$ cat src/rtl/stereo_axis_pkg.sv
// Shared types and constants for the AXI-Stream line-gap synchroniser.
package stereo_axis_pkg;

    localparam int LINE_CNT_W  = 16;
    localparam int DEF_TDATA_W = 32;

    typedef enum logic {
        STREAM = 1'b0,
        GAP    = 1'b1
    } state_e;

    // Stored beat layout at the default data width: {tuser, tlast, tdata}.
    typedef struct packed {
        logic                   tuser;
        logic                   tlast;
        logic [DEF_TDATA_W-1:0] tdata;
    } axis_beat_t;

    // Width of a stored beat for an arbitrary data width.
    function automatic int beat_w(input int tdata_w);
        return tdata_w + 2;
    endfunction

endpackage

$ cat src/rtl/axis_sync_fifo.sv
// Single-clock FIFO with fall-through read data and a registered occupancy count.
module axis_sync_fifo #(
    parameter  int WIDTH = 34,
    parameter  int DEPTH = 16,
    localparam int AW    = $clog2(DEPTH),
    localparam int LW    = $clog2(DEPTH + 1)
) (
    input  logic             clk,
    input  logic             rst_n,
    input  logic             wr_en_i,
    input  logic [WIDTH-1:0] wr_data_i,
    input  logic             rd_en_i,
    output logic [WIDTH-1:0] rd_data_o,
    output logic             full_o,
    output logic             empty_o,
    output logic [LW-1:0]    level_o
);

    logic [WIDTH-1:0] mem_q [DEPTH];
    logic [AW-1:0]    wptr_q, rptr_q;
    logic [LW-1:0]    cnt_q, cnt_d;
    logic             do_wr, do_rd;

    assign full_o    = (cnt_q == LW'(DEPTH));
    assign empty_o   = (cnt_q == '0);
    assign do_wr     = wr_en_i & ~full_o;
    assign do_rd     = rd_en_i & ~empty_o;
    assign rd_data_o = mem_q[rptr_q];
    assign level_o   = cnt_q;

    // Occupancy: simultaneous write and read leaves the count unchanged.
    always_comb begin
        cnt_d = cnt_q;
        case ({do_wr, do_rd})
            2'b10:   cnt_d = cnt_q + 1'b1;
            2'b01:   cnt_d = cnt_q - 1'b1;
            default: cnt_d = cnt_q;
        endcase
    end

    // Pointers and count; pointers wrap naturally since DEPTH is a power of two.
    always_ff @(posedge clk) begin
        if (!rst_n) begin
            wptr_q <= '0;
            rptr_q <= '0;
            cnt_q  <= '0;
        end else begin
            if (do_wr) wptr_q <= wptr_q + 1'b1;
            if (do_rd) rptr_q <= rptr_q + 1'b1;
            cnt_q <= cnt_d;
        end
    end

    // Storage array, no reset needed since reads are gated by the count.
    always_ff @(posedge clk) begin
        if (do_wr) mem_q[wptr_q] <= wr_data_i;
    end

endmodule

$ cat src/rtl/axis_frame_gap_synch.sv
// AXI-Stream pass-through that inserts a programmable idle gap after each tlast beat.
module axis_frame_gap_synch
    import stereo_axis_pkg::*;
#(
    parameter  int AXIS_TDATA_WIDTH = 32,
    parameter  int FIFO_DEPTH       = 16,
    parameter  int MAX_GAP          = 255,
    localparam int GAP_W            = $clog2(MAX_GAP + 1),
    localparam int LVL_W            = $clog2(FIFO_DEPTH + 1)
) (
    input  logic                        aclk,
    input  logic                        aresetn,
    input  logic [AXIS_TDATA_WIDTH-1:0] s_axis_tdata,
    input  logic                        s_axis_tvalid,
    output logic                        s_axis_tready,
    input  logic                        s_axis_tlast,
    input  logic                        s_axis_tuser,
    output logic [AXIS_TDATA_WIDTH-1:0] m_axis_tdata,
    output logic                        m_axis_tvalid,
    input  logic                        m_axis_tready,
    output logic                        m_axis_tlast,
    output logic                        m_axis_tuser,
    input  logic [GAP_W-1:0]            cfg_gap,
    input  logic                        cfg_bypass,
    output logic                        gap_active,
    output logic [LVL_W-1:0]            fifo_level,
    output logic [LINE_CNT_W-1:0]       line_cnt
);

    typedef struct packed {
        logic                        tuser;
        logic                        tlast;
        logic [AXIS_TDATA_WIDTH-1:0] tdata;
    } beat_t;

    localparam int BW = beat_w(AXIS_TDATA_WIDTH);

    beat_t                 wr_beat, rd_beat;
    logic                  fifo_full, fifo_empty, fifo_wr;
    state_e                state_q, state_d;
    logic [GAP_W-1:0]      gap_q, gap_d;
    logic                  vld_q, vld_d;
    beat_t                 slice_q, slice_d;
    logic [LINE_CNT_W-1:0] lcnt_q, lcnt_d;
    logic                  hs, gap_start, gap_end, load;

    // Ready follows the registered FIFO count; held low while in reset.
    assign s_axis_tready = aresetn & ~fifo_full;
    assign fifo_wr       = s_axis_tvalid & s_axis_tready;
    assign wr_beat       = '{tuser: s_axis_tuser, tlast: s_axis_tlast, tdata: s_axis_tdata};

    axis_sync_fifo #(
        .WIDTH (BW),
        .DEPTH (FIFO_DEPTH)
    ) u_fifo (
        .clk       (aclk),
        .rst_n     (aresetn),
        .wr_en_i   (fifo_wr),
        .wr_data_i (wr_beat),
        .rd_en_i   (load),
        .rd_data_o (rd_beat),
        .full_o    (fifo_full),
        .empty_o   (fifo_empty),
        .level_o   (fifo_level)
    );

    // Gap FSM, output-slice load decision and line counter next state.
    always_comb begin
        state_d = state_q;
        gap_d   = gap_q;
        vld_d   = vld_q;
        slice_d = slice_q;
        lcnt_d  = lcnt_q;

        hs        = vld_q & m_axis_tready;
        gap_start = hs & slice_q.tlast & ~cfg_bypass & (cfg_gap != '0);
        // Last gap cycle (or bypass override): the slice may reload on this edge
        // so the next beat is valid right after the final idle cycle.
        gap_end   = (state_q == GAP) & (cfg_bypass | (gap_q == GAP_W'(1)));
        load      = ~fifo_empty & (~vld_q | hs) &
                    ((state_q == STREAM) ? ~gap_start : gap_end);

        case (state_q)
            STREAM: begin
                if (gap_start) begin
                    state_d = GAP;
                    gap_d   = cfg_gap;
                end
            end
            GAP: begin
                if (gap_end) begin
                    state_d = STREAM;
                    gap_d   = '0;
                end else begin
                    gap_d = gap_q - 1'b1;
                end
            end
            default: state_d = STREAM;
        endcase

        if (load) begin
            vld_d   = 1'b1;
            slice_d = rd_beat;
        end else if (hs) begin
            vld_d = 1'b0;
        end

        if (hs & slice_q.tlast) lcnt_d = lcnt_q + 1'b1;
    end

    // State, gap counter, output slice and line counter registers.
    always_ff @(posedge aclk) begin
        if (!aresetn) begin
            state_q <= STREAM;
            gap_q   <= '0;
            vld_q   <= 1'b0;
            slice_q <= '0;
            lcnt_q  <= '0;
        end else begin
            state_q <= state_d;
            gap_q   <= gap_d;
            vld_q   <= vld_d;
            slice_q <= slice_d;
            lcnt_q  <= lcnt_d;
        end
    end

    assign m_axis_tvalid = vld_q;
    assign m_axis_tdata  = slice_q.tdata;
    assign m_axis_tlast  = slice_q.tlast;
    assign m_axis_tuser  = slice_q.tuser;
    assign gap_active    = (state_q == GAP);
    assign line_cnt      = lcnt_q;

endmodule

$ cat config.mk
export PLATFORM = sky130hd
export DESIGN_NAME = axis_frame_gap_synch
export DESIGN_NICKNAME = d
export VERILOG_FILES = /design/src/rtl/stereo_axis_pkg.sv /design/src/rtl/axis_sync_fifo.sv /design/src/rtl/axis_frame_gap_synch.sv
export SDC_FILE = /design/constraint.sdc
export NUM_CORES = 1
export LEC_CHECK = 0
export BUFFER_PORTS_ARGS = -buffer_cell sky130_fd_sc_hd__buf_2
export CAP_MARGIN = 20
export CORE_ASPECT_RATIO = 0.9
export CORE_MARGIN = 3
export CORE_UTILIZATION = 35
export DETAILED_ROUTE_END_ITERATION = 7
export GPL_TIMING_DRIVEN = 0
export PLACE_DENSITY = 0.59
export SLEW_MARGIN = 20
export SYNTH_ARGS = -nofsm -noshare
export SYNTH_HDL_FRONTEND = slang
export SYNTH_SLANG_ARGS = --single-unit
$ cat constraint.sdc
create_clock -name aclk -period 4.3 [get_ports aclk]
set_clock_uncertainty 0.1 [all_clocks]
set_input_delay 0.215 -clock aclk [delete_from_list [all_inputs] [get_ports aclk]]
set_output_delay 0.215 -clock aclk [all_outputs]
set_load 0.05 [all_outputs]
==> results of run 1 <==
[routing by layer]
layer / share of wire [%] / track usage [%] / wire length [µm]
met3: 6.0 / 2.586 / 3354
met1: 44 / 22.59 / 24520
met5: 0.023 / 0 / 13
met2: 48 / 25.62 / 26580
met4: 2.0 / 3.776 / 1088
[state kept, by name, indices dropped and copies added, names as in the netlist, 4 cells and up]
signal / count
u_fifo.mem_q: 544
u_fifo.wptr_q: 4
u_fifo.rptr_q: 4
m_axis_tdata: 32
u_fifo.level_o: 5
gap_q: 8
line_cnt: 16
[per-stage QoR]
step	std cells	power [W]	setup slack, ps	area, µm²	utilization [%]
floorplan	1178	0.009829	25.26	23580	-
finish	2346	0.01630	833.6	28550	43.16
CTS	2346	0.01649	851.3	28550	43.16
global placement	2146	0.01092	-2744	25180	38.07
global route	2346	0.01698	426.8	28550	43.16
detailed placement	2188	0.01099	885.3	26020	39.34
[cell families (layout without fill, tap and decap cells)]
kind of cell    after synthesis  after routing  synth area share (%)
flops                       617            617                 75.47
xor+xnor                     20             20                0.7428
mux                         142            142                 13.24
fa+ha+maj                    13             13                0.7216
buf+inv                      79            383                 1.560
compound gates              147            147                 4.754
simple gates                160            160                 3.507
[layout make-up]
type	count	share of cell area (%)
clock buffer	75	5.702
timing repair buffer	190	5.908
tap	864	3.786
buffer	63	1.078
inverter	16	0.2104
clock inverter	39	1.622
sequential	617	62.34
multi-input combinational	482	19.36
[critical path, cell delays in order, from the launching register on]
cell and delay [ps]:
dfxtp_1 400, ha_1 210, nor3b_2 280, a21oi_2 170, nor3_4 390, ha_1 300
inv_1 110, fa_1 410, nor2b_1 110, o21ai_0 110, and3_1 220, o311ai_0 390
o41ai_1 140
[what timing repair did]
| item | CTS | global route |
|---|---|---|
| endpoints found under the setup margin | 0 | 0 |
| hold buffers | 44 | 0 |
| hold endpoints to repair | 554 | 0 |
[placed cells by master (no fill, tap or decap), types with 16 or more instances in the layout]
cell type,synthesis,layout
a22o_1,34,34
edfxtp_1,544,544
clkbuf_16,0,60
buf_2,15,119
clkinv_2,0,16
inv_1,16,16
and2_1,23,23
dfxtp_1,73,73
dlygate4sd3_1,0,44
nand2_1,62,62
mux4_2,136,136
a22oi_1,68,68
clkbuf_1,38,46
buf_16,0,16
buf_4,0,16
[power by group]
| group | internal, W | switching (W) | leakage, nW | total, W |
|---|---|---|---|---|
| Sequential | 0.00677 | 0.000157 | 5.50 | 0.00693 |
| Clock | 0.00319 | 0.00229 | 1.02 | 0.00547 |
| Combinational | 0.00156 | 0.00234 | 2.86 | 0.00390 |
| Total | 0.0115 | 0.00478 | 9.38 | 0.0163 |
[path summary, 6_finish.rpt]
| check | slack [ps] | start | end | depth (start not counted) |
|---|---|---|---|---|
| worst min-delay path | 50 | s_axis_tvalid | u_fifo.wptr_q[1] | 4 |
| worst max register to register | 830 | gap_q[0] | u_fifo.level_o[4] | 12 |
| worst max-delay path | 830 | gap_q[0] | u_fifo.level_o[4] | 12 |
| worst min register to register | 380 | m_axis_tdata[9] | m_axis_tdata[9] | 1 |
==> results.json, run 1 <==
{
  "status": "completed",
  "netlist_top_cells_area": "edfxtp_1 69%, mux4_2 13%, dfxtp_1 6.2%",
  "finalSetupViolations": 0,
  "cp-end-kind": "flop",
  "root_buffer": "clkbuf_16",
  "syn_inst": 1178,
  "place_congestion": 0.7748,
  "ys_seq_area_share_pct": 75.47,
  "layout-drive-gt1-share_pct": 29.15,
  "critical_path.startpoint_type": "flop",
  "register_area_um2": 17800,
  "power_density_nw_per_um2": 570.9,
  "rsz0062_at_grt": "no",
  "antenna_found_initial": 1,
  "tns_ps": 0,
  "vias_per_cell": 5.211,
  "cp_data_required_time_ps": 4690,
  "post_cts_buffers": 0,
  "clk_path_buf_depth": 3,
  "avgSynthCellArea_um2": 20.02,
  "hold_viol_final": 0,
  "fp.coreArea_um2": 66150,
  "multi_input_comb_area_um2": 5527,
  "min_path_type": "primary input to flop",
  "synth.net_count": 1238,
  "area_growth_pct": 21.07,
  "fillers": 5799,
  "yosysTopAreaCellShare_pct": 69.27,
  "n_antenna_cell": 0,
  "dieWidth_um": 279.6,
  "rows": 89,
  "start_util_pct": 35.65,
  "ant_nets": 0,
  "io_buffers": 104,
  "ir_drop_mv": 0.3083,
  "max_cap_viol_count": 0,
  "dieArea_um2": 70530,
  "synth_seq_cells": 617,
  "synth_edf_count": 544,
  "slew_headroom_pct": 41.19,
  "tightest_slew_ps": 882.1,
  "grt_max_degree": 19,
  "ys_async_sr_fraction_pct": 0,
  "fmax_mhz": 288.5,
  "die_y_um": 252.2,
  "holdWs_ps": 48.54,
  "cts.sinks": 617,
  "synth_cell_types": 54,
  "critPathKind": "flop to flop",
  "cts-resized-gates": 0,
  "overflow": 0,
  "min_period_over_period_pct": 80.61,
  "grt_pass1_wl_um": 83050,
  "slew_violations": 0,
  "synth_area_um2": 23580,
  "ios": 105,
  "yosys-top-cells-count": "544 x edfxtp_1, 136 x mux4_2, 73 x dfxtp_1",
  "critPathMaxFanout": 6,
  "drt-pass1-iter-count": 5,
  "dpl.hpwl_um": 36260,
  "synth_most_common_cell": "edfxtp_1",
  "clk_latency_ps": 630,
  "drc": 0,
  "synth_flop_cell": "edfxtp_1",
  "cts_max_level": 2,
  "finalWirelength_um": 55550,
  "tritoncts": "yes",
  "power_leakage_nw": 9.380,
  "num_vias": 12220,
  "clkTransAtPathRegs_ps": 70,
  "track_usage_pct": 15.83,
  "cts_made_buffers": 60,
  "yosysTopAreaCell": "edfxtp_1",
  "min_period_ps": 3466,
  "drt_iter0_drc": 1054,
  "finalNetCount": 1490,
  "avgRoutedWirePerCell_um": 23.68,
  "synth-warning-count": 0,
  "crit_arrival_ps": 3860,
  "first_global_vias": 12680
}
No activity file was read; power rests on OpenSTA's default activity.
==> run 2: changes to the inputs <==
--- a/config.mk
+++ b/config.mk
@@ -5,6 +5,7 @@
 export SDC_FILE = /design/constraint.sdc
 export NUM_CORES = 1
 export LEC_CHECK = 0
+export ABC_AREA = 1
 export BUFFER_PORTS_ARGS = -buffer_cell sky130_fd_sc_hd__buf_2
 export CAP_MARGIN = 20
 export CORE_ASPECT_RATIO = 0.9
==> constraint.sdc (replaced) <==
create_clock -name aclk -period 3.48 [get_ports aclk]
set_clock_uncertainty 0.1 [all_clocks]
set_input_delay 0.174 -clock aclk [delete_from_list [all_inputs] [get_ports aclk]]
set_output_delay 0.174 -clock aclk [all_outputs]
set_load 0.05 [all_outputs]
==> results.json, run 2 <==
{
  "yosysTopAreaCellShare_pct": 61.24,
  "area_growth_pct": 20.21,
  "netlist_top_cells_area": "edfxtp_1 61%, nand2_1 11%, nand3_1 7.4%",
  "status": "completed",
  "max_cap_viol_count": 0,
  "yosysTopAreaCell": "edfxtp_1",
  "crit_arrival_ps": 3610,
  "pre_cts_ws_ps": 188.6,
  "rows": 95,
  "syn_inst": 2684,
  "drt_iter0_drc": 1923,
  "die_y_um": 267.9,
  "crit_top_cell": "nand2_1",
  "dieWidth_um": 297,
  "synth_cell_types": 33,
  "fin_ws_ps": 308.2,
  "fillers": 7205,
  "rsz0062_at_grt": "no",
  "cp_cell_sequence": "inv_1 -> ha_1 -> nand3_1 -> o21ai_4 -> nand3_2 -> buf_6 -> buf_6 -> inv_1 -> ha_1 -> inv_1 -> fa_1 -> inv_1 -> nand2_1 -> nand2_1 -> nand2_1 -> a21o_1 -> nand2_1 -> nand2_1 -> a21oi_1",
  "clk_latency_ps": 620,
  "yosys-top-cells-count": "784 x nand2_1, 544 x edfxtp_1, 394 x nand3_1",
  "avgSynthCellArea_um2": 9.938,
  "track_usage_pct": 20.06,
  "finalNetCount": 3002,
  "cts_made_buffers": 69,
  "min_path_type": "primary input to flop",
  "finalSetupViolations": 0,
  "power_density_nw_per_um2": 739.8,
  "finalWirelength_um": 80910,
  "slowest_delay_ps": 410,
  "cp-end-kind": "flop",
  "clkTransAtPathRegs_ps": 60,
  "endpoint": "u_fifo.level_o[4]",
  "tightest_slew_ps": 1182,
  "dieArea_um2": 79570,
  "largest_reg_flops": 544,
  "synth_area_um2": 26670,
  "tns_ps": 0,
  "power_leakage_nw": 13.38,
  "synth_seq_cells": 617,
  "layout-drive-gt1-share_pct": 13.14,
  "overflow": 0,
  "regMostFlops": "u_fifo.mem_q",
  "cpMaxStageDelayCell": "fa_1",
  "vias_per_cell": 4.806,
  "crit_start": "gap_q[1]",
  "grt_max_degree": 19,
  "drt-pass1-iter-count": 5,
  "crit-reg2reg-capture": "u_fifo.level_o[4]",
  "cp_data_required_time_ps": 3920,
  "antenna_found_initial": 1,
  "tritoncts": "yes",
  "ant_nets": 0,
  "slew_violations": 0,
  "regToRegStartpoint": "gap_q[1]",
  "reg2reg_slack_ps": 310,
  "first_global_vias": 17960,
  "clk_path_buf_depth": 3,
  "cts.sinks": 617,
  "avgRoutedWirePerCell_um": 20.14,
  "fmax_mhz": 315.3,
  "num_vias": 19310,
  "cp_num_cells": 19,
  "min_period_ps": 3172,
  "synth.net_count": 2744,
  "critical_path.startpoint_type": "flop",
  "final_common_cell": "nand2_1",
  "hold_viol_final": 0,
  "final_cell_mix": "784 x nand2_1, 544 x edfxtp_1, 394 x nand3_1",
  "holdWs_ps": 329.5,
  "ys_async_sr_fraction_pct": 0,
  "dpl.hpwl_um": 52710,
  "synth_flop_cell": "edfxtp_1",
  "synth_most_common_cell": "nand2_1",
  "grt_pass1_wl_um": 117200,
  "min_period_over_period_pct": 91.14,
  "slew_headroom_pct": 21.22,
  "fp.coreArea_um2": 75120,
  "synth_edf_count": 544,
  "place_congestion": 0.8113,
  "drc": 0,
  "finalPower_w": 0.02372,
  "ios": 105,
  "root_buffer": "clkbuf_16",
  "io_buffers": 104,
  "ys_seq_area_share_pct": 66.72,
  "ir_drop_mv": 0.7535,
  "critPathMaxFanout": 10,
  "critPathKind": "flop to flop",
  "cpLargestDelayFamily": "adder cells",
  "cts_max_level": 3,
  "synth-warning-count": 0,
  "crit_buf_inv": 6,
  "start_util_pct": 35.51,
  "reg2regPathDepth": 19,
  "cts-resized-gates": 0
}
-- run 2: changes by cell type in the layout (fill, tap and decap cells not counted), sizes merged, moves of 24 or more --
cell,before,now
mux4,136,0
buf,171,223
and2,24,0
or2,2,69
nand2,62,785
a22o,34,0
nor2,21,200
a22oi,68,0
nand3,6,396
inv,18,398
-- run 2: area by class of cell --
| cell class | count | area [µm²] | share of cell area (%) |
|---|---|---|---|
| sequential | 617 | 17800 | 55.50 |
| multi-input combinational | 1543 | 6893 | 21.50 |
| clock buffer | 95 | 1968 | 6.138 |
| timing repair buffer | 187 | 1737 | 5.416 |
| inverter | 395 | 1483 | 4.624 |
| tap | 1018 | 1274 | 3.972 |
| buffer | 129 | 621.8 | 1.939 |
| clock inverter | 32 | 290.3 | 0.9053 |
| antenna | 1 | 2.502 | 0.007804 |
-- run 2: timing repair --
action | 4_1_cts | 5_1_grt
hold buffers | 52 | 0
setup buffers | 0 | 3
hold endpoints to repair | 564 | 0
setup endpoints to repair | 0 | 1
-- run 2: worst register-to-register path, stage by stage (launching register included) --
cell and delay, ps:
dfxtp_1 300, inv_1 90, ha_1 150, nand3_1 140, o21ai_4 300, nand3_2 200
buf_6 220, buf_6 160, inv_1 70, ha_1 260, inv_1 80, fa_1 410
inv_1 70, nand2_1 50, nand2_1 70, nand2_1 70, a21o_1 150, nand2_1 50
nand2_1 50, a21oi_1 110
-- run 2: kinds of logic after synthesis --
kind of cell,synth area share (%)
adder cells (fa/ha/maj),0.6379
AO/OA/AOI/OAI,1.116
buffers and inverters,7.890
AND/OR/NAND/NOR,23.27
XOR/XNOR,0.3612
flip-flops,66.72
-- run 2: how the worst min path moves through the flow --
stage | to | cells after the start | start
floorplan | u_fifo.mem_q[0][0] | 0 | s_axis_tdata[0]
global placement | line_cnt[12] | 2 | line_cnt[12]
detailed placement | line_cnt[5] | 1 | line_cnt[5]
CTS | m_axis_tvalid | 5 | m_axis_tready
global route | m_axis_tvalid | 5 | m_axis_tready
finish | m_axis_tvalid | 5 | m_axis_tready
-- run 2: per-layer routing --
metal  up-vias  track usage [%]  wire length [µm]
met5         -                0                 0
met4         0            7.223              2502
met3       143            3.716              7271
met2       851            31.54             36300
met1      9128            27.97             34840
li1       9183                -                 -
-- run 2: stage by stage --
stage	std cells	util [%]	area, µm²
after detailed placement	3834	38.95	29260
after global placement	3806	37.90	28470
final	4017	42.68	32070
after floorplan	2684	-	26680
after CTS	4013	42.65	32040
after global routing	4016	42.68	32060
-- run 2: power breakdown --
group,total [W],internal [W],switching [W]
logic,0.00793,0.00213,0.00580
clock network,0.00732,0.00428,0.00304
registers,0.00847,0.00833,0.000144
==> run 3: changes to the inputs <==
--- a/config.mk
+++ b/config.mk
@@ -12,7 +12,6 @@
 export CORE_MARGIN = 3
 export CORE_UTILIZATION = 35
 export DETAILED_ROUTE_END_ITERATION = 7
-export GPL_TIMING_DRIVEN = 0
 export PLACE_DENSITY = 0.59
 export SLEW_MARGIN = 20
 export SYNTH_ARGS = -nofsm -noshare
==> results.json, run 3 (synthesis results as in run 2) <==
{
  "dpl_cell_area_um2": 28660,
  "area_growth_pct": 17.24,
  "power_density_nw_per_um2": 705.7,
  "hold_viol_final": 0,
  "track_usage_pct": 16.76,
  "cts_made_buffers": 66,
  "max_cap_viol_count": 0,
  "fp.coreArea_um2": 75120,
  "rows": 95,
  "ir_drop_mv": 0.4941,
  "ant_nets": 0,
  "place_congestion": 0.7664,
  "critical_path.startpoint_type": "flop",
  "dieArea_um2": 79570,
  "cp-end-kind": "flop",
  "fmax_mhz": 366.3,
  "io_buffers": 104,
  "die_y_um": 267.9,
  "clkTransAtPathRegs_ps": 60,
  "finalNetCount": 2897,
  "avgRoutedWirePerCell_um": 17.21,
  "min_period_ps": 2730,
  "clk_latency_ps": 620,
  "slew_headroom_pct": 31.84,
  "holdWs_ps": 101.2,
  "finalSetupViolations": 0,
  "status": "completed",
  "ios": 105,
  "antenna_found_initial": 0,
  "tns_ps": 0,
  "rsz0062_at_grt": "no",
  "cts_max_level": 3,
  "finish.instance_area_um2": 31270,
  "clk_path_buf_depth": 3,
  "tritoncts": "yes",
  "tightest_slew_ps": 1022,
  "grt_pass1_wl_um": 103200,
  "min_period_over_period_pct": 78.45,
  "largest_reg_flops": 544,
  "root_buffer": "clkbuf_16",
  "power_leakage_nw": 13.01,
  "num_vias": 18010,
  "first_global_vias": 17190,
  "fin_util_pct": 41.63,
  "drc": 0,
  "cts.sinks": 617,
  "dieWidth_um": 297,
  "final_cell_mix": "784 x nand2_1, 544 x edfxtp_1, 394 x nand3_1",
  "fillers": 7264,
  "critPathMaxFanout": 9,
  "grt_max_degree": 183,
  "post_cts_buffers": 0,
  "min_path_type": "primary input to flop",
  "drt-pass1-iter-count": 5,
  "overflow": 0,
  "slew_violations": 0,
  "n_antenna_cell": 0,
  "regMostFlops": "u_fifo.mem_q",
  "finalWirelength_um": 67230,
  "critPathKind": "flop to flop",
  "layout-drive-gt1-share_pct": 11.94,
  "dpl.hpwl_um": 36540,
  "drt_iter0_drc": 1322,
  "crit_arrival_ps": 3160,
  "final_common_cell": "nand2_1",
  "vias_per_cell": 4.609,
  "start_util_pct": 35.51,
  "cp_data_required_time_ps": 3910
}
## run 3: cell count changes in the layout (fill, tap and decap cells not counted), sizes merged
| cell | before | now |
|---|---|---|
| buf | 223 | 165 |
| clkbuf | 136 | 83 |
| clkinv | 21 | 29 |
| dlygate4sd3 | 52 | 49 |
| clkinvlp | 4 | 2 |
| inv | 398 | 396 |
| bufinv | 4 | 5 |
| diode | 1 | 0 |
## run 3: area by class of cell
cell class              instances  area (µm²)  share of cell area (%)
clock buffers                  83        1735                   5.549
clock inverters                37       390.4                   1.248
inverters                     395        1494                   4.777
multi-input cells            1543        6900                   22.07
flip-flops and latches        617       17810                   56.95
well taps                    1018        1274                   4.073
repair buffers                214        1669                   5.337
## run 3: per-stage QoR
stage          total power (W)  setup WS (ps)  std cells
2_1_floorplan          0.01353         -250.1       2684
3_3_place_gp           0.01529          808.9       3738
3_5_place_dp           0.01532          747.4       3738
4_1_cts                0.02231          731.7       3907
5_1_grt                0.02344          492.3       3907
6_report               0.02207          749.8       3907
## run 3: repair_timing
| action | 4_1_cts | 5_1_grt |
|---|---|---|
| hold buffers | 49 | 0 |
| gates resized for setup | 0 | 0 |
| setup endpoints to repair | 0 | 0 |
| endpoints found under the hold margin | 561 | 0 |
## run 3: power breakdown
part	switching (W)	total, W	internal (W)
clock	0.00295	0.00691	0.00396
combinational	0.00452	0.00652	0.00200
sequential	0.000310	0.00864	0.00833
## run 3: per-layer routing
metal,share of wire (%),vias up,global-route usage [%],routed length (µm)
met5,0,-,0,0
met4,1.7,0,4.019,1176
met3,5.4,77,2.464,3617
met2,47,449,27.78,31650
met1,46,8527,23.40,30780
li1,-,8956,-,-
## run 3: path summary, 6_finish.rpt
kind               start  cells past startpoint  slack, ps                end
min              aresetn                      5        100   u_fifo.wptr_q[1]
max             gap_q[1]                     17        750  u_fifo.level_o[4]
min reg2reg  line_cnt[5]                      1        390        line_cnt[5]
max reg2reg     gap_q[1]                     17        750  u_fifo.level_o[4]
## run 3: worst max-delay path: stages (launching register included)
cell     delay [ps]
dfxtp_1         320
inv_1            90
ha_1            160
nand3_1         140
o21ai_4         330
nand3_4         100
inv_1            70
ha_1            270
inv_1            90
fa_1            400
inv_1            70
nand2_1          50
nand2_1          50
nand2_1          60
a21o_1          150
nand2_1          50
nand2_1          40
a21oi_1         110
